`config.mk`:
```
export PLATFORM = sky130hd
export DESIGN_NAME = sysu_7seg_scan_driver
export DESIGN_NICKNAME = d
export VERILOG_FILES = /design/src/rtl/sysu_7seg_scan_driver.sv
export SDC_FILE = /design/constraint.sdc
export NUM_CORES = 1
export LEC_CHECK = 0
export ABC_AREA = 0
export CAP_MARGIN = 20
export CORE_MARGIN = 2
export CORE_UTILIZATION = 40
export CTS_BUF_LIST = sky130_fd_sc_hd__clkbuf_2
export CTS_CLUSTER_DIAMETER = 30
export DETAILED_ROUTE_END_ITERATION = 10
export PLACE_DENSITY = 0.63
export SLEW_MARGIN = 20
export SYNTH_ARGS = -nofsm -noshare
export SYNTH_HDL_FRONTEND = slang
export SYNTH_SLANG_ARGS = --single-unit
```
`constraint.sdc`:
```
create_clock -name clk -period 3.9 [get_ports clk]
set_clock_uncertainty 0.15 [all_clocks]
set_input_delay 0.78 -clock clk [delete_from_list [all_inputs] [get_ports clk]]
set_output_delay 0.78 -clock clk [all_outputs]
set_load 0.005 [all_outputs]
```
`src/rtl/sysu_7seg_scan_driver.sv`:
```
// ============================================================================
// sysu_7seg_scan_driver: time-multiplexed BCD seven-segment display driver.
// Provides lamp test, blanking and leading-zero ripple blanking.
// Optional feature macro: SYSU_SEG_HEX_EN (A-F glyphs for codes 10-15).
// Revision: 1.0
// ============================================================================
`default_nettype none

module sysu_7seg_scan_driver #(
  parameter int DIGITS   = 4,
  parameter int SCAN_DIV = 1000,
  parameter bit KEEP_LSD = 1'b1
) (
  input  logic                  clk,
  input  logic                  rst,
  input  logic                  load,
  input  logic [4*DIGITS-1:0]   bcd_in,
  input  logic                  LT_n,
  input  logic                  BI_n,
  input  logic                  RBI_n,
  output logic [6:0]            seg,
  output logic [DIGITS-1:0]     an,
  output logic                  frame_start,
  output logic                  RBO_n
);

  localparam int PW = (SCAN_DIV > 1) ? $clog2(SCAN_DIV) : 1;
  localparam int IW = (DIGITS > 1) ? $clog2(DIGITS) : 1;

  function automatic logic [6:0] decode(input logic [3:0] v);
    logic [6:0] s;
    case (v)
      4'd0:    s = 7'b1111110;
      4'd1:    s = 7'b0110000;
      4'd2:    s = 7'b1101101;
      4'd3:    s = 7'b1111001;
      4'd4:    s = 7'b0110011;
      4'd5:    s = 7'b1011011;
      4'd6:    s = 7'b1011111;
      4'd7:    s = 7'b1110000;
      4'd8:    s = 7'b1111111;
      4'd9:    s = 7'b1111011;
`ifdef SYSU_SEG_HEX_EN
      4'd10:   s = 7'b1110111;
      4'd11:   s = 7'b0011111;
      4'd12:   s = 7'b1001110;
      4'd13:   s = 7'b0111101;
      4'd14:   s = 7'b1001111;
      default: s = 7'b1000111;
`else
      4'd10:   s = 7'b0001101;
      4'd11:   s = 7'b0011001;
      4'd12:   s = 7'b0100011;
      4'd13:   s = 7'b1001011;
      4'd14:   s = 7'b0001111;
      default: s = 7'b0000000;
`endif
    endcase
    return s;
  endfunction

  logic [4*DIGITS-1:0] disp_q, disp_d;
  logic [PW-1:0]       pre_q, pre_d;
  logic [IW-1:0]       idx_q, idx_d;
  logic [6:0]          seg_q, seg_d;
  logic [DIGITS-1:0]   an_q, an_d;
  logic                fs_q, fs_d;
  logic                rbo_q, rbo_d;

  logic [DIGITS-1:0]   w_zero;
  logic [DIGITS-1:0]   w_blank_chain;
  logic [DIGITS-1:0]   w_blank;
  logic                w_pre_last;
  logic [3:0]          w_cur_digit;
  logic                w_cur_blank;

  // Ripple-blank chain runs from the most significant digit downward.
  for (genvar i = 0; i < DIGITS; i++) begin : g_blank
    assign w_zero[i] = (disp_q[4*i +: 4] == 4'd0);
    if (i == DIGITS - 1) begin : g_msd
      assign w_blank_chain[i] = w_zero[i] & ~RBI_n;
    end else begin : g_lower
      assign w_blank_chain[i] = w_zero[i] & w_blank_chain[i+1];
    end
    if (i == 0) begin : g_lsd
      assign w_blank[i] = KEEP_LSD ? 1'b0 : w_blank_chain[i];
    end else begin : g_upper
      assign w_blank[i] = w_blank_chain[i];
    end
  end

  assign w_pre_last = (pre_q == PW'(SCAN_DIV - 1));

  always_comb begin
    disp_d      = load ? bcd_in : disp_q;
    pre_d       = w_pre_last ? '0 : pre_q + 1'b1;
    idx_d       = idx_q;
    if (w_pre_last) begin
      idx_d = (idx_q == IW'(DIGITS - 1)) ? '0 : idx_q + 1'b1;
    end

    w_cur_digit = 4'd0;
    w_cur_blank = 1'b0;
    an_d        = '0;
    for (int i = 0; i < DIGITS; i++) begin
      if (idx_q == IW'(i)) begin
        w_cur_digit = disp_q[4*i +: 4];
        w_cur_blank = w_blank[i];
        an_d[i]     = 1'b1;
      end
    end

    if (!BI_n) begin
      seg_d = 7'b0000000;
    end else if (!LT_n) begin
      seg_d = 7'b1111111;
    end else if (w_cur_blank) begin
      seg_d = 7'b0000000;
    end else begin
      seg_d = decode(w_cur_digit);
    end

    fs_d  = (idx_q == '0) && (pre_q == '0);
    rbo_d = ~((&w_zero) & ~RBI_n & LT_n & BI_n);
  end

  always_ff @(posedge clk) begin
    if (rst) begin
      disp_q <= '0;
      pre_q  <= '0;
      idx_q  <= '0;
      seg_q  <= 7'b0000000;
      an_q   <= '0;
      fs_q   <= 1'b0;
      rbo_q  <= 1'b1;
    end else begin
      disp_q <= disp_d;
      pre_q  <= pre_d;
      idx_q  <= idx_d;
      seg_q  <= seg_d;
      an_q   <= an_d;
      fs_q   <= fs_d;
      rbo_q  <= rbo_d;
    end
  end

  assign seg         = seg_q;
  assign an          = an_q;
  assign frame_start = fs_q;
  assign RBO_n       = rbo_q;

endmodule

`default_nettype wire

```
**Word level (Yosys, flattened, before mapping)**

Memories as Yosys holds them, arrays and structs flattened.
Cells that the tools add are included.

- Flip-flop bits (word level): 41
- ROM bits: 112
- Output and inout port bits: 13
- Logic and storage cells: 47
- Memories: 1

Memories:

| memory | depth | bits a word | read ports | clocked after memory_dff | wr ports | line | text |
|---|---|---|---|---|---|---|---|
| (name not given) | 16 | 7 | 1 | 0 | 0 | 32 | `case (v)` |

- $add $sub $neg: 2
- Equal/unequal tests: 4
- Muxes and demuxes: 14
- Bitwise operators: 9
- Reduce and logical (&&, ||, !) cells: 10

Operators with widths:

| cell | number |
|---|---|
| logical NOT 4 bit | 4 |
| 2-to-1 mux 4 bit | 4 |
| 2-to-1 mux 7 bit | 2 |
| adder 10 x 1 -> 10 bit, second input constant | 1 |
| equality test 10 bit, second input constant | 1 |
| logical NOT 10 bit | 1 |
| 2-to-1 mux 1 bit | 7 |
| AND 1 bit | 6 |
| equality test 2 bit, second input constant | 2 |
| AND reduction 4 bit | 1 |
| OR reduction 2 bit | 2 |
| inverter 1 bit | 3 |
| adder 2 x 1 -> 2 bit, second input constant | 1 |
| equality test 2 x 1 -> 1 bit, second input constant | 1 |
| logical NOT 2 bit | 1 |
| 2-to-1 mux 2 bit | 1 |
| logical AND 1 bit | 1 |

**Depth between registers and ports, before layout**

- Word-level depth: 9
- Gate-level depth with buffers: 10

**Worst setup path before layout**

Ideal clock, no wire load.

- Path kind: flip-flop to flip-flop
- From: register idx_q[0]
- To: register seg_q[6], in the netlist seg[6]
- Library setup time: 0.088 ns
- Arrival time: 2.313 ns
- Required time: 3.662 ns
- Path slack: 1.348 ns
- Cell stages (with the launch flop): 11
- Clock period less this slack: 2.552 ns
- Cells stage by stage: dfxtp_1 ha_1 buf_2 buf_2 a211oi_1 a221oi_2 inv_1 ha_1 and3b_1 or3_1 o32ai_2

- Longest elaborated chain between the ends: 8
- Elaborated cells between the ends (all ways): 14
- Classes of those cells: eq/ne (3); mux (9); reduce/logical (1); memory (1)

Ends and longest elaborated chain:

| element | line | text |
|---|---|---|
| from (decl) | 64 | `logic [IW-1:0] idx_q, idx_d;` |
| from (signal assigned) | 139 | `idx_q <= idx_d;` |
| logical NOT 2 bit | 106 | `if (idx_q == IW'(i)) begin` |
| 2-to-1 mux 4 bit (4 in series) | 106 |  |
| memory (16 x 7 bit) | n/a |  |
| 2-to-1 mux 7 bit (*) | 117 | `end else if (w_cur_blank) begin` |
| 2-to-1 mux 7 bit (*) | 115 | `end else if (!LT_n) begin` |
| to (signal assigned) | 140 | `seg_q <= seg_d;` |
| to (decl) | 65 | `logic [6:0] seg_q, seg_d;` |

Every way passes the cells marked *; elsewhere a longest branch is shown, timed or not.
A chain may end at the register's enable or synchronous reset.

**Worst setup path after layout**

Same ends and word-level chain as after synthesis.

==> qor.txt <==
status - complete, no violations
CTS resizes - 0
Mapped Area - 0.00198 mm^2
die area - 0.00553 mm^2
core area - 0.00475 mm^2
first-pass GRT wire length - 6330 um
Setup TNS Final - 0 ps
hold_ws - 339 ps
CP Class - reg2reg
Area contributors post-synth - dfxtp_1, mux2i_1, ha_1, nor2_1, a211oi_1
Yosys Warn Count - 0
Worst setup SP type - flop
Setup crit end kind - flop
Max VDD drop - 0.000162 V
initial antenna violation count - 0
Syn Area/Cell - 9.47 um^2
LEAKAGE - 0.000986 uW
nets - 273
CP cell instances - ha_1 -> a211oi_1 -> a221oi_2 -> inv_1 -> ha_1 -> and3b_1 -> or3_1 -> o32ai_2
area delta synth->final - 20.5%
Slowest-stage cell, CP - ha_1
Clock Path Buffers - 2
HPWL Detailed - 2760 um
number of max-cap violations - 0
Syn Inst Count - 209
final antenna-violating net count - 0
DR DRC count - 0
Setup Fix Bufs, Post-CTS - 0
Yosys top cell by area - dfxtp_1
layout cells sized above 1 - 0.0586
WP data arrival - 3050 ps
top-count cell post-synth - dfxtp_1
Post-synth top flop - dfxtp_1
Max-slew headroom - 0.378
final hold viol count - 0
vias in the first global route - 1398
I/O pin count - 35
Site Rows - 25
I/O Buffers - 34
syn nets - 243
CTS Buf Count - 5
Place WS - 1080 ps
placed inst area - 0.00235 mm^2
grt ovf - 0
vias per inst - 4.76
worst-path fanout max - 16
Starting Density - 0.416
clock root buffer - clkbuf_2
die span in x - 74.3 um
Hold Crit Class - reg2reg
asr flop ratio synth - 0
via count - 1457
worst slew pin tran - 930 ps
clock latency at the later pin of the worst-skew pair - 390 ps
Avg WL per Cell - 12.2 um
routability congestion estimate - 0.867
top post-synthesis cells by count - dfxtp_1, nor2_1, mux2i_1
post-synth top area share - 0.415
total chip power - 732 uW
FF+latch count, synth - 41
RR Startpoint - idx_q[0]$_SDFFE_PP0P_
fin crit share - 0.737
# H-tree levels - 2
Crit. Startpoint - idx_q[0]$_SDFFE_PP0P_
P per Cell Area - 307 mW/mm^2
die height - 74.3 um
endpoints failing setup - 0
Worst-path clk slew - 190 ps
Final Cell Area - 0.00239 mm^2
CTS tree - built
initial DRC count - 54
CP required - 4070 ps
# diodes - 0
EDFF count, synth - 0
hold_buf cts - 0
Synth cell types - 40
fin crit period - 2880 ps
wirelength, routed - 3720 um
slowest stage delay, CP - 550 ps
RSZ-0062 raised after global routing - false
largest net degree at the start of global routing - 27
drt first pass iters - 4
Top cell by count, worst path - ha_1
Slew Limit Fails - 0
GRT Total Usage - 0.151
f_max - 0.348 GHz
final setup margin - 1020 ps
register area share after synthesis - 0.415
Hold Crit Start - pre_q[0]$_SDFF_PP0_
clk sinks - 41
[state kept, by name, summed over array words and instances (netlist names)]
signal,flops
disp_q,16
RBO_n,1
pre_q,10
idx_q,2
an,4
frame_start,1
seg,7
[worst paths after layout]
path                               to  slack, ps  depth (start not counted)
hold / removal    pre_q[0]$_SDFF_PP0_        340                          1
hold reg to reg   pre_q[0]$_SDFF_PP0_        340                          1
setup / recovery    seg[6]$_SDFF_PP0_       1020                          8
setup reg to reg    seg[6]$_SDFF_PP0_       1020                          8
[per-layer routing]
layer	vias to the layer above	track usage	wire (um)
met5	-	0	0
met4	0	0.0536	57
met3	6	0.0420	156
met2	28	0.255	1740
met1	656	0.187	1760
li1	767	-	-
[worst max-delay path, delay by kind of cell (launching register included)]
kind	cells	cell delay, ps
and+or+nand+nor	2	480
adders and majority gates	2	780
DFF	1	430
buffers and inverters	1	190
AOI/OAI and AO/OA	3	770
[cell usage in the layout (no fill, tap or decap), types with 3 or more instances in the layout]
master / instances
nor2b_1: 7
inv_1: 10
dfxtp_1: 41
nand4_1: 3
clkdlybuf4s50_1: 34
nand3b_1: 3
ha_1: 12
mux2i_1: 19
a211oi_1: 6
clkbuf_2: 6
xnor2_1: 5
xor2_1: 3
a21oi_1: 4
nand2_1: 7
nor3b_1: 4
nor2_1: 40
nor4_1: 4
[stage by stage]
stage,std cells,util
2_1_floorplan,209,-
3_3_place_gp,299,0.495
3_5_place_dp,299,0.495
4_1_cts,306,0.502
5_1_grt,306,0.502
6_report,306,0.502
[cells by family (layout without fill, tap and decap cells)]
kind of cell               after synthesis  after routing  synth area share
AOI/OAI and AO/OA                       23             23             0.103
xor gates and xnor gates                 8              8            0.0354
adders and majority gates               12             12            0.0759
buffers and inverters                   22             52            0.0487
DFF                                     41             41             0.415
muxes                                   20             20             0.102
and+or+nand+nor                         83             83             0.221
[layout make-up]
type	instances	area, um^2
fill	485	2370
clock inverter	1	3.75
multi-input combinational	146	1060
tap	67	83.8
sequential	41	821
inverter	10	37.5
clock buffer	6	30.0
timing repair buffer	35	348
[report_power, final]
part	switching (uW)	internal, uW
sequential	11.9	439
clock	130	41.9
combinational	46.6	62.5
No activity file was read; power rests on OpenSTA's default activity.
